### config.mk
export PLATFORM = sky130hd
export DESIGN_NAME = camsim_tx
export DESIGN_NICKNAME = d
export VERILOG_FILES = /design/src/rtl/camsim_pkg.sv /design/src/rtl/camsim_pattern.sv /design/src/rtl/camsim_tx.sv
export SDC_FILE = /design/constraint.sdc
export NUM_CORES = 1
export LEC_CHECK = 0
export BUFFER_PORTS_ARGS = -buffer_cell sky130_fd_sc_hd__buf_2
export CELL_PAD_IN_SITES_DETAIL_PLACEMENT = 1
export CELL_PAD_IN_SITES_GLOBAL_PLACEMENT = 1
export CORE_MARGIN = 3
export CORE_UTILIZATION = 47
export DETAILED_ROUTE_END_ITERATION = 16
export HOLD_SLACK_MARGIN = 0.05
export PLACE_DENSITY_LB_ADDON = 0.1
export REMOVE_ABC_BUFFERS = 1
export SLEW_MARGIN = 5
export SYNTH_ARGS = -nofsm -noshare
export SYNTH_HDL_FRONTEND = slang
export SYNTH_SLANG_ARGS = --single-unit
### constraint.sdc
create_clock -name clk -period 6.1 [get_ports clk]
set_input_delay 1.83 -clock clk [delete_from_list [all_inputs] [get_ports clk]]
set_output_delay 1.83 -clock clk [all_outputs]
set_load 0.03 [all_outputs]
### src/rtl/camsim_pkg.sv
// Shared types and constants for the camsim_tx synthetic camera-bus source.
// The LFSR constants are only referenced when CAMSIM_NOISE_EN is defined.
package camsim_pkg;

  typedef enum logic [1:0] {
    IDLE     = 2'd0,
    VBLANK   = 2'd1,
    LINE_ACT = 2'd2,
    LINE_BLK = 2'd3
  } state_t;

  localparam logic [1:0] PAT_HRAMP = 2'd0;
  localparam logic [1:0] PAT_VRAMP = 2'd1;
  localparam logic [1:0] PAT_CHECK = 2'd2;
  localparam logic [1:0] PAT_MIX   = 2'd3;

  localparam logic [15:0] LFSR_SEED = 16'hACE1;
  // Right-shifting Galois form of x^16 + x^14 + x^13 + x^11 + 1
  localparam logic [15:0] LFSR_TAPS = 16'hB400;

  function automatic logic [15:0] lfsr_next(input logic [15:0] s);
    return s[0] ? ((s >> 1) ^ LFSR_TAPS) : (s >> 1);
  endfunction

endpackage

### src/rtl/camsim_pattern.sv
// Test-pattern generator: maps pixel/line position to a 12-bit value.
// With CAMSIM_NOISE_EN defined, pattern 3 becomes LFSR noise instead of a sum ramp.
module camsim_pattern
  import camsim_pkg::*;
(
`ifdef CAMSIM_NOISE_EN
  input  logic        clk,
  input  logic        rst,
  input  logic        seed,
  input  logic        adv,
`endif
  input  logic [11:0] px,
  input  logic [11:0] ly,
  input  logic [1:0]  pat,
  input  logic [11:0] fcnt,
  output logic [11:0] pixel
);

`ifdef CAMSIM_NOISE_EN
  logic [15:0] lfsr_q;
  logic [15:0] lfsr_d;

  always_comb begin
    lfsr_d = lfsr_q;
    if (seed) begin
      lfsr_d = LFSR_SEED;
    end else if (adv) begin
      lfsr_d = lfsr_next(lfsr_q);
    end
  end

  always_ff @(posedge clk or posedge rst) begin
    if (rst) begin
      lfsr_q <= LFSR_SEED;
    end else begin
      lfsr_q <= lfsr_d;
    end
  end
`endif

  always_comb begin
    pixel = 12'h000;
    case (pat)
      PAT_HRAMP: pixel = px;
      PAT_VRAMP: pixel = ly;
      PAT_CHECK: pixel = (px[3] ^ ly[3]) ? 12'hFFF : 12'h000;
`ifdef CAMSIM_NOISE_EN
      PAT_MIX:   pixel = lfsr_q[11:0];
`else
      PAT_MIX:   pixel = px + ly + fcnt;
`endif
      default:   pixel = 12'h000;
    endcase
  end

endmodule

### src/rtl/camsim_tx.sv
// Synthetic camera-bus transmitter: cam_clk divider, frame-timing FSM and counters.
// Optional build macro CAMSIM_NOISE_EN swaps pattern 3 for LFSR noise.
module camsim_tx
  import camsim_pkg::*;
#(
  parameter int CLK_DIV  = 2,
  parameter int H_ACTIVE = 320,
  parameter int H_BLANK  = 32,
  parameter int V_ACTIVE = 256,
  parameter int V_BLANK  = 8
) (
  input  logic        clk,
  input  logic        rst,
  input  logic        enable,
  input  logic [1:0]  pattern,
  output logic        cam_clk,
  output logic [11:0] cam_pixel,
  output logic        cam_hsync,
  output logic        cam_vsync,
  output logic        busy,
  output logic        frame_done,
  output logic [15:0] frame_count
);

  if (H_BLANK < 1) begin : g_hblank_chk
    $error("camsim_tx: H_BLANK must be at least 1");
  end
  if (CLK_DIV < 1) begin : g_div_chk
    $error("camsim_tx: CLK_DIV must be at least 1");
  end

  localparam logic [15:0] DIV_LAST = 16'(CLK_DIV - 1);
  localparam logic [15:0] H_LAST   = 16'(H_ACTIVE + H_BLANK - 1);
  localparam logic [15:0] V_LAST   = 16'(V_BLANK + V_ACTIVE - 1);
  localparam logic [15:0] H_ACT_W  = 16'(H_ACTIVE);
  localparam logic [15:0] V_BLK_W  = 16'(V_BLANK);
  localparam state_t      START_ST = (V_BLANK == 0) ? LINE_ACT : VBLANK;

  logic [15:0] div_q, div_d;
  logic        cam_clk_q, cam_clk_d;
  state_t      state_q, state_d;
  logic [15:0] x_q, x_d, y_q, y_d;
  logic [1:0]  pat_q, pat_d;
  logic [15:0] fcnt_q, fcnt_d;
  logic        fdone_q, fdone_d;

  logic        div_term, tick, x_wrap, last_px, frame_start;
  logic [15:0] x_nxt, y_nxt;

  always_comb begin
    div_term    = (div_q == DIV_LAST);
    tick        = div_term & cam_clk_q;
    x_wrap      = (x_q == H_LAST);
    x_nxt       = x_wrap ? 16'd0 : x_q + 16'd1;
    y_nxt       = x_wrap ? y_q + 16'd1 : y_q;
    last_px     = x_wrap & (y_q == V_LAST);

    div_d       = div_term ? 16'd0 : div_q + 16'd1;
    cam_clk_d   = cam_clk_q ^ div_term;
    state_d     = state_q;
    x_d         = x_q;
    y_d         = y_q;
    pat_d       = pat_q;
    fcnt_d      = fcnt_q;
    fdone_d     = 1'b0;
    frame_start = 1'b0;

    // State and counters describe the pixel period driven after this tick
    if (tick) begin
      case (state_q)
        IDLE: frame_start = enable;
        default: begin
          if (last_px) begin
            fdone_d = 1'b1;
            fcnt_d  = fcnt_q + 16'd1;
            if (enable) begin
              frame_start = 1'b1;
            end else begin
              state_d = IDLE;
              x_d     = 16'd0;
              y_d     = 16'd0;
            end
          end else begin
            x_d = x_nxt;
            y_d = y_nxt;
            if (y_nxt < V_BLK_W)       state_d = VBLANK;
            else if (x_nxt < H_ACT_W)  state_d = LINE_ACT;
            else                       state_d = LINE_BLK;
          end
        end
      endcase
    end

    if (frame_start) begin
      state_d = START_ST;
      x_d     = 16'd0;
      y_d     = 16'd0;
      pat_d   = pattern;
    end
  end

  always_ff @(posedge clk or posedge rst) begin
    if (rst) begin
      div_q     <= 16'd0;
      cam_clk_q <= 1'b0;
      state_q   <= IDLE;
      x_q       <= 16'd0;
      y_q       <= 16'd0;
      pat_q     <= 2'd0;
      fcnt_q    <= 16'd0;
      fdone_q   <= 1'b0;
    end else begin
      div_q     <= div_d;
      cam_clk_q <= cam_clk_d;
      state_q   <= state_d;
      x_q       <= x_d;
      y_q       <= y_d;
      pat_q     <= pat_d;
      fcnt_q    <= fcnt_d;
      fdone_q   <= fdone_d;
    end
  end

  logic        line_act;
  logic [11:0] ly;
  logic [11:0] pat_pixel;

  assign line_act = (state_q == LINE_ACT);
  assign ly       = y_q[11:0] - V_BLK_W[11:0];

  camsim_pattern u_pattern (
`ifdef CAMSIM_NOISE_EN
    .clk   (clk),
    .rst   (rst),
    .seed  (tick & frame_start),
    .adv   (tick & line_act),
`endif
    .px    (x_q[11:0]),
    .ly    (ly),
    .pat   (pat_q),
    .fcnt  (fcnt_q[11:0]),
    .pixel (pat_pixel)
  );

  // Outputs decode registered state only, so they move solely on pixel ticks
  assign cam_clk     = cam_clk_q;
  assign cam_hsync   = line_act;
  assign cam_vsync   = line_act | (state_q == LINE_BLK);
  assign cam_pixel   = line_act ? pat_pixel : 12'h000;
  assign busy        = (state_q != IDLE);
  assign frame_done  = fdone_q;
  assign frame_count = fcnt_q;

endmodule

==> flow_metrics.py <==
metrics = {
    "clock_tree": {
        "cts_hold_buf": 0,
        "htreeDepth": 3,
        "clk_pin_slew_worst_paths_ps": 80,
        "cts.sink_count": 70,
        "clockBufferDepth": 2,
        "cts_buffers": 9,
        "tritoncts": "built",
        "root_buffer": "clkbuf_8",
        "clock_latency_ps": 380,
    },
    "routing": {
        "finalWirelength_mm": 15.2,
        "viasPerCell": 6.18,
        "firstDrtPassIters": 5,
        "drcViolationCount": 0,
        "wire_per_inst_um": 20.2,
        "first_iter_violations": 337,
        "postRouteAntennaNets": 0,
        "vias": 4668,
    },
    "power_and_ir_drop": {
        "vdd_drop_max_mv": 0.111,
        "powerDensity_nw_per_um2": 275,
        "power.leakage_nw": 2.39,
        "power_mw": 1.54,
    },
    "worst_setup_path": {
        "required_ps": 4270,
        "crit_type": "register to primary output",
        "start_kind": "register",
        "crit_path_max_fanout": 13,
        "crit_arrival_ps": 4060,
        "end_kind": "primary output",
    },
    "layout": {
        "fin_nets": 650,
        "finalInstanceArea_um2": 5610,
        "areaGrowthSynthToFinish_pct": 8.52,
        "n_antenna_cell": 0,
        "post_route_cells_drive_above_1_share_pct": 12.6,
    },
    "die": {
        "ios": 38,
        "die_area_um2": 12300,
        "fp-row-count": 37,
        "dieWidth_um": 111,
        "core-area_um2": 10500,
        "die_h_um": 111,
        "floorplan.initialDensity_pct": 49.2,
    },
    "sta": {
        "tightest_slew_ps": 1110,
        "relSlewSlack_pct": 26.2,
        "grt_setup_unrepaired": "false",
        "max_freq_mhz": 170,
        "min_period_ps": 5890,
        "finalCritPeriodShare_pct": 96.6,
        "finalSetupViolations": 0,
        "slew_violations": 0,
        "fin_ws_ps": 206,
        "hold_violations": 0,
        "finalHoldWorstSlack_ps": 489,
        "finalSetupTns_ps": 0,
        "clock_skew_ps": 19.5,
    },
    "global_route": {
        "grt_util_all_layers_pct": 26.0,
        "grt_pass1_vias": 5054,
        "grt_max_degree": 44,
        "antenna_found_initial": 0,
        "grt_pass1_wl_mm": 25.8,
        "gr-total-overflow": 0,
    },
    "job": {
        "maxCapViolCount": 0,
    },
    "yosys": {
        "syn_avg_cell_area_um2": 8.63,
        "synth.area.top_cells": "dfrtp_1, xnor2_1, o21ai_0",
        "netlist-cell-type-count": 57,
        "synth-seq-area-share_pct": 33.9,
        "synth_edf_count": 0,
        "yosysTopAreaCell": "dfrtp_1",
        "synth_most_common_cell": "dfrtp_1",
        "ys_ff_latch": 70,
        "postSynthCellCount": 599,
        "synthTopCellsByCount": "dfrtp_1, nand2_1, nor2_1",
        "synth_top_flop_cell": "dfrtp_1",
        "synth_top_area_share_pct": 33.9,
        "synthArstFlopShare_pct": 100,
        "syn_area_um2": 5170,
        "yosys_warnings": 0,
    },
    "placement": {
        "pre_cts_slack_ps": 517,
        "place_area_um2": 5380,
        "dp_hpwl_mm": 11.3,
        "gp_congestion": 0.904,
        "numPortBuffers": 37,
    },
    "worst_hold_path": {
        "min_path_type": "register to register",
    },
    "status": {
        "outcome": "finished, final reports clean",
    },
}
==> power by group <==
part,internal (mW),switching (mW)
clock,0.223,0.198
combinational,0.215,0.307
sequential,0.494,0.102
total,0.932,0.607
==> cell type report <==
| class | instances | area, um^2 |
|---|---|---|
| Fill cell | 1269 | 4900 |
| Clock buffer | 12 | 165 |
| Multi-Input combinational cell | 476 | 3200 |
| Sequential cell | 70 | 1750 |
| Clock inverter | 4 | 53.8 |
| Timing Repair Buffer | 39 | 200 |
| Inverter | 18 | 67.6 |
| Tap cell | 136 | 170 |
==> flip-flops by register name (all words and copies together) (netlist names) <==
signal / count
x_q: 16
frame_done: 1
state_q: 2
cam_clk: 1
y_q: 16
div_q: 16
frame_count: 16
pat_q: 2
==> worst max-delay path, cell delays in order, from the launching register on <==
cell and delay (ps):
dfrtp_2 500, inv_1 140, ha_1 190, nand2_1 100, or3_1 360, xnor2_1 310, fa_1 500, ha_1 380
nand3_1 120, a211oi_2 50, o31a_1 300, o21ai_0 200, xor2_1 170, a31o_2 160, buf_2 190
==> logic make-up after synthesis <==
group / count (synthesis) / share of synthesized area (%)
DFF: 70 / 33.9
xor gates and xnor gates: 56 / 9.49
and+or+nand+nor: 244 / 24.5
AOI/OAI and AO/OA: 131 / 15.4
muxes: 14 / 3.08
buffers and inverters: 53 / 4.31
adders and majority gates: 31 / 9.25
==> what timing repair did <==
item	CTS	global route
setup buffers	0	0
gates resized for setup	0	2
endpoints found under the setup margin	0	1
==> routing by layer <==
metal | wire [um] | track usage [%] | share of wire [%]
met5 | 0 | 0 | 0
met4 | 512 | 11.7 | 3.4
met3 | 768 | 5.02 | 5.0
met2 | 7410 | 43.6 | 49
met1 | 6530 | 32.5 | 43
==> metrics by stage <==
stage | cells | utilization (%)
floorplan | 564 | -
global placement | 739 | 51.2
detailed placement | 739 | 51.2
CTS | 755 | 53.3
global route | 755 | 53.4
finish | 755 | 53.4
==> worst paths after layout <==
kind                                              from                     endpoint  slack, ps  cells after the start
setup / recovery                    y_q[3]$_DFFE_PP0P_                cam_pixel[11]        210                     14
hold / removal             frame_count[15]$_DFFE_PP0P_  frame_count[15]$_DFFE_PP0P_        490                      1
setup reg to reg                    x_q[1]$_DFFE_PP0P_           y_q[5]$_DFFE_PP0P_       2280                      8
hold reg to reg            frame_count[15]$_DFFE_PP0P_  frame_count[15]$_DFFE_PP0P_        490                      1
max in group asynchronous                          rst           y_q[3]$_DFFE_PP0P_       3460                      3
min in group asynchronous                          rst           x_q[9]$_DFFE_PP0P_       1660                      2
==> cell usage in the layout (no fill, tap or decap), drive strengths merged, types with 19 or more instances in the layout <==
cell / instances
a21oi: 23
buf: 39
o21ai: 51
nand3: 25
xnor2: 38
nand2: 64
nor2: 51
dfrtp: 70
ha: 19
nand4: 21
No activity file was read; power rests on OpenSTA's default activity.
